### src/rtl/mii_tx_arbiter.sv
// -----------------------------------------------------------------------------
// mii_tx_arbiter
//
// Shares one MII transmit nibble interface between two byte-stream
// requesters. Arbitration is per frame and round-robin: when both requesters
// are waiting in IDLE, the one that was not served last wins (requester 0
// after reset). Each granted frame goes out as PREAMBLE_NIBBLES nibbles of
// 4'h5, one 4'hD SFD nibble, and then each byte as two nibbles, low nibble
// first. Every frame is followed by IFG_NIBBLES idle cycles with tx_en low.
//
// Ports:
//   clk          MII TX clock, all logic on the rising edge
//   rst          synchronous, active-high reset
//   reqN_valid   requester N presents a byte
//   reqN_data    requester N byte, sampled only on an accepting edge
//   reqN_last    requester N final byte of frame, sampled with the data
//   reqN_ready   requester N byte is taken this cycle (valid && ready)
//   mii_txd      registered transmit nibble
//   mii_tx_en    registered transmit enable
//   grant        one-hot owner of the interface, 2'b00 while idle
//   busy         high whenever the arbiter is not idle
//   underrun     one-cycle pulse when the owner drops valid mid-frame
//
// PREAMBLE_NIBBLES and IFG_NIBBLES must both be at least 1.
// -----------------------------------------------------------------------------
module mii_tx_arbiter #(
    parameter int PREAMBLE_NIBBLES = 15,
    parameter int IFG_NIBBLES      = 24
) (
    input  logic       clk,
    input  logic       rst,
    input  logic       req0_valid,
    input  logic [7:0] req0_data,
    input  logic       req0_last,
    output logic       req0_ready,
    input  logic       req1_valid,
    input  logic [7:0] req1_data,
    input  logic       req1_last,
    output logic       req1_ready,
    output logic [3:0] mii_txd,
    output logic       mii_tx_en,
    output logic [1:0] grant,
    output logic       busy,
    output logic       underrun
);

    // One counter is shared by the preamble and the inter-frame gap, so it
    // is sized for the longer of the two.
    localparam int CNT_MAX = (PREAMBLE_NIBBLES > IFG_NIBBLES) ?
                             PREAMBLE_NIBBLES : IFG_NIBBLES;
    localparam int CNT_W   = (CNT_MAX > 1) ? $clog2(CNT_MAX) : 1;

    localparam logic [CNT_W-1:0] PRE_LAST = CNT_W'(PREAMBLE_NIBBLES - 1);
    localparam logic [CNT_W-1:0] IFG_LAST = CNT_W'(IFG_NIBBLES - 1);

    localparam logic [3:0] NIB_PREAMBLE = 4'h5;
    localparam logic [3:0] NIB_SFD      = 4'hD;

    typedef enum logic [2:0] {
        IDLE,
        PREAMBLE,
        SFD,
        DATA_LO,
        DATA_HI,
        IFG
    } state_t;

    state_t           state;
    logic [CNT_W-1:0] cnt;
    logic             rr_prefer1;   // 1: requester 1 wins a tie
    logic             cur_last;     // byte on the wire closes the frame
    logic [3:0]       hi_nib;       // upper half of the byte on the wire

    logic [1:0]       arb_grant;
    logic             want_byte;
    logic             sel_valid;
    logic [7:0]       sel_data;
    logic             sel_last;
    logic             accept;
    logic             starve;

    // -------------------------------------------------------------------------
    // Owner selection and handshake
    // -------------------------------------------------------------------------

    // A new byte is wanted in SFD (first byte) and in the high-nibble cycle
    // of every byte that is not the last one of the frame.
    assign want_byte = (state == SFD) || ((state == DATA_HI) && !cur_last);

    assign req0_ready = want_byte && grant[0];
    assign req1_ready = want_byte && grant[1];

    // grant is always one-hot while a byte is wanted, so a single bit is
    // enough to steer the mux.
    assign sel_valid = grant[1] ? req1_valid : req0_valid;
    assign sel_data  = grant[1] ? req1_data  : req0_data;
    assign sel_last  = grant[1] ? req1_last  : req0_last;

    assign accept = want_byte && sel_valid;
    assign starve = want_byte && !sel_valid;

    // Round-robin choice, only acted on in IDLE.
    always_comb begin
        arb_grant = 2'b00;
        if (req0_valid && req1_valid) begin
            arb_grant = rr_prefer1 ? 2'b10 : 2'b01;
        end else if (req0_valid) begin
            arb_grant = 2'b01;
        end else if (req1_valid) begin
            arb_grant = 2'b10;
        end
    end

    // -------------------------------------------------------------------------
    // Frame sequencer with registered MII outputs
    // -------------------------------------------------------------------------

    // Outputs are written together with the state they belong to, so that
    // mii_txd/mii_tx_en always reflect the state being entered.
    always_ff @(posedge clk) begin
        if (rst) begin
            state      <= IDLE;
            cnt        <= '0;
            grant      <= 2'b00;
            busy       <= 1'b0;
            mii_tx_en  <= 1'b0;
            mii_txd    <= 4'h0;
            underrun   <= 1'b0;
            rr_prefer1 <= 1'b0;
            cur_last   <= 1'b0;
        end else begin
            underrun <= 1'b0;

            case (state)
                IDLE: begin
                    if (arb_grant != 2'b00) begin
                        state     <= PREAMBLE;
                        cnt       <= '0;
                        grant     <= arb_grant;
                        busy      <= 1'b1;
                        mii_tx_en <= 1'b1;
                        mii_txd   <= NIB_PREAMBLE;
                    end
                end

                PREAMBLE: begin
                    if (cnt == PRE_LAST) begin
                        state   <= SFD;
                        mii_txd <= NIB_SFD;
                    end else begin
                        cnt <= cnt + 1'b1;
                    end
                end

                DATA_LO: begin
                    state   <= DATA_HI;
                    mii_txd <= hi_nib;
                end

                SFD, DATA_HI: begin
                    if (accept) begin
                        state    <= DATA_LO;
                        mii_txd  <= sel_data[3:0];
                        cur_last <= sel_last;
                    end else begin
                        // Either the frame ended normally (last byte done)
                        // or the owner starved us and the frame is cut.
                        state      <= IFG;
                        cnt        <= '0;
                        mii_tx_en  <= 1'b0;
                        mii_txd    <= 4'h0;
                        underrun   <= starve;
                        rr_prefer1 <= grant[0];
                    end
                end

                IFG: begin
                    if (cnt == IFG_LAST) begin
                        state <= IDLE;
                        grant <= 2'b00;
                        busy  <= 1'b0;
                    end else begin
                        cnt <= cnt + 1'b1;
                    end
                end

                default: begin
                    state     <= IDLE;
                    grant     <= 2'b00;
                    busy      <= 1'b0;
                    mii_tx_en <= 1'b0;
                    mii_txd   <= 4'h0;
                end
            endcase
        end
    end

    // High nibble of the accepted byte, replayed one cycle after the low
    // nibble. Pure data, so it carries no reset.
    always_ff @(posedge clk) begin
        if (accept) begin
            hi_nib <= sel_data[7:4];
        end
    end

endmodule

### config.mk
export PLATFORM = sky130hd
export DESIGN_NAME = mii_tx_arbiter
export DESIGN_NICKNAME = d
export VERILOG_FILES = /design/src/rtl/mii_tx_arbiter.sv
export SDC_FILE = /design/constraint.sdc
export NUM_CORES = 1
export LEC_CHECK = 0
export ABC_CLOCK_PERIOD_IN_PS = 2900
export CORE_UTILIZATION = 51
export CTS_CLUSTER_DIAMETER = 80
export CTS_CLUSTER_SIZE = 30
export DETAILED_ROUTE_END_ITERATION = 8
export GPL_TIMING_DRIVEN = 0
export HOLD_SLACK_MARGIN = 0.08
export PLACE_DENSITY_LB_ADDON = 0.1
export SYNTH_ARGS = -nofsm -noshare
export SYNTH_HDL_FRONTEND = slang
export SYNTH_SLANG_ARGS = --single-unit
### constraint.sdc
create_clock -name clk -period 2.9 [get_ports clk]
set_clock_uncertainty 0.1 [all_clocks]
set_input_delay 0.29 -clock clk [delete_from_list [all_inputs] [get_ports clk]]
set_output_delay 0.29 -clock clk [all_outputs]
set_load 0.02 [all_outputs]
==> run metrics <==
Net Count, Synth 161; # placed instances 196; P_leak 0.6092 nW; initial DRC count 45; Starting Density 0.5472; Avg Cell Area, Syn 9.005 um2; DPL Wire Length 2265 um; Die Area 2620 um2; RSZ-0062 raised after global routing false; vias in the first global route 1143; Die Wd 51.19 um; hold-fix buffers at CTS 0; Main synth FF type dfxtp_1; Setup Viol. Count Final 0; clk sinks 23; setup TNS 0 ns; GR Overflow Total 0; initial antenna violation count 0; Vias 1199; highest clock rate 392.6 MHz; Tot GR Track Use 0.2495; worst-path fanout max 7; CTS H-Tree Depth 1; period utilization 0.8783; top post-synthesis cells by area dfxtp_1 (31%), edfxtp_1 (9.7%), mux2_2 (7.3%); TritonCTS clock tree done; yosys warns 0; EDFF count, synth 4; P&R area growth vs syn 30.22%; row count 17; Seq/Total Area, Yosys 0.4057; # resized after CTS 0; fraction of registers with async set or reset after synthesis 0; Peak supply drop 0.5148 mV; Synth area leader dfxtp_1; post-layout minimum cycle time 2.547 ns; Nets 197; Avg Vias per Cell 5.995; Synth Cell Area 1234 um2; Gate Count Post-Synth 137; Top Ports 33; share of the synthesized area in the top cell type 0.3083; # diodes 0; Crit Path Category reg2out; WP data required 2.51 ns; core footprint 2255 um2; WL final 2958 um; max_cap viols 0; antenna viol nets, final 0; Max Buffers Root-to-Sink 2; hold slack 0.3269 ns; routed length per instance 14.79 um; Remaining DRCs 0; # port buffers 31; Hold Path Class in2reg; Slew Viols, Final 0; max_slew headroom 0.6645; Worst Max-Slew Pin Slew 0.4986 ns; layout cell share with drive strength beyond 1 0.1047; Startpoint Class register; first-pass GRT wire length 4892 um; Arr. time, crit path 2.16 ns; maximum number of pins on one net before global-route repair 14; fin cells 200; Placer Congestion 0.8706; Inserted Clock Buffers 3; status finished, final reports clean; root buffer cell clkbuf_4; Fin. Hold Viols 0; Skew-Pair Late Insertion Delay 0.31 ns; clock slew seen by the registers of the worst setup and hold paths 0.14 ns; post-synthesis register bit count 23; Yosys cell types 41; Power Dens Cells 617.2 nW/um2; TritonRoute pass-1 iters 4; die height 51.19 um; crit end category output pin; post-CTS setup buffers 0
cells by family after synthesis:
group,after synthesis,synth area share
AO/OA/AOI/OAI,35,0.1957
adder cells (fa/ha/maj),2,0.02028
buffers and inverters,11,0.03651
flip-flops,23,0.4057
multiplexers,12,0.1055
AND/OR/NAND/NOR,54,0.2363
cells in the final DEF, fill, tap and decap left out, types with 5 or more instances in the layout:
master           instances
clkdlybuf4s50_1         31
dfxtp_1                 19
a21oi_1                 15
nor2_1                  14
mux2_2                   8
nand2b_1                 6
nor3_1                   6
nand3_1                  6
clkbuf_1                 5
nand2_1                  5
final cells by class:
| class | instances | area (um2) |
|---|---|---|
| sequential | 23 | 500.5 |
| buffer | 7 | 30.03 |
| fill | 203 | 648.1 |
| timing repair buffer | 31 | 310.3 |
| inverter | 4 | 15.01 |
| multi-input combinational | 103 | 688.2 |
| clock inverter | 1 | 5.005 |
| clock buffer | 3 | 22.52 |
| tap | 28 | 35.03 |
through the flow:
step	area, um2	worst slack, ns	utilization	total power [W]
5_1_grt	1607	0.2281	0.7125	0.001056
6_report	1607	0.3530	0.7125	0.0009915
3_3_place_gp	1579	0.7732	0.7003	0.0008282
4_1_cts	1607	0.3612	0.7125	0.0009939
2_1_floorplan	1234	0.9375	-	0.0006879
3_5_place_dp	1579	0.7414	0.7003	0.0008409
path summary, 6_finish.rpt:
path | start | end | slack [ns] | cells past startpoint
worst max-delay path | state[2] | req0_ready | 0.35 | 4
worst min-delay path | rst | cnt[2] | 0.33 | 2
worst max register to register | cnt[0] | cnt[4] | 0.72 | 7
worst min register to register | mii_txd[1] | mii_txd[1] | 0.39 | 2
synthesized netlist by cell type (all sizes together) (2+ instances only):
cell type,instances
dfxtp,19
a21oi,15
nor2,14
mux2,8
nor3,7
nand2b,6
nand3,6
clkbuf,5
nand2,5
a211oi,4
edfxtp,4
inv,4
mux2i,4
nor4,3
o21ai,3
o2bb2ai,3
a211o,2
a31oi,2
and2,2
and3,2
buf,2
ha,2
state kept, by name, indices dropped and copies added, names as in the netlist:
name        cells
cnt             5
hi_nib          4
mii_txd         4
state           3
grant           2
busy            1
cur_last        1
mii_tx_en       1
rr_prefer1      1
underrun        1
worst max-delay path, stage by stage (launching register included):
cell and delay [ns]:
dfxtp_1 0.45, or3b_1 0.42, a21oi_1 0.22, and2_1 0.15, clkdlybuf4s50_1 0.59
report_power, final:
part           total (W)  internal [W]  switching (W)  leakage, nW
logic           0.000416      0.000186       0.000229        0.400
registers       0.000423      0.000379      0.0000435        0.192
clock network   0.000153     0.0000515       0.000102       0.0177
total           0.000992      0.000617       0.000374        0.609
metal layers:
metal	share of wire	routed length (um)	track usage
met3	0.055	164	0.03571
met4	0.011	32	0.07407
met2	0.52	1540	0.4496
met5	0	0	0
met1	0.41	1221	0.3031
Note: power is estimated with default switching activity, not from simulation.
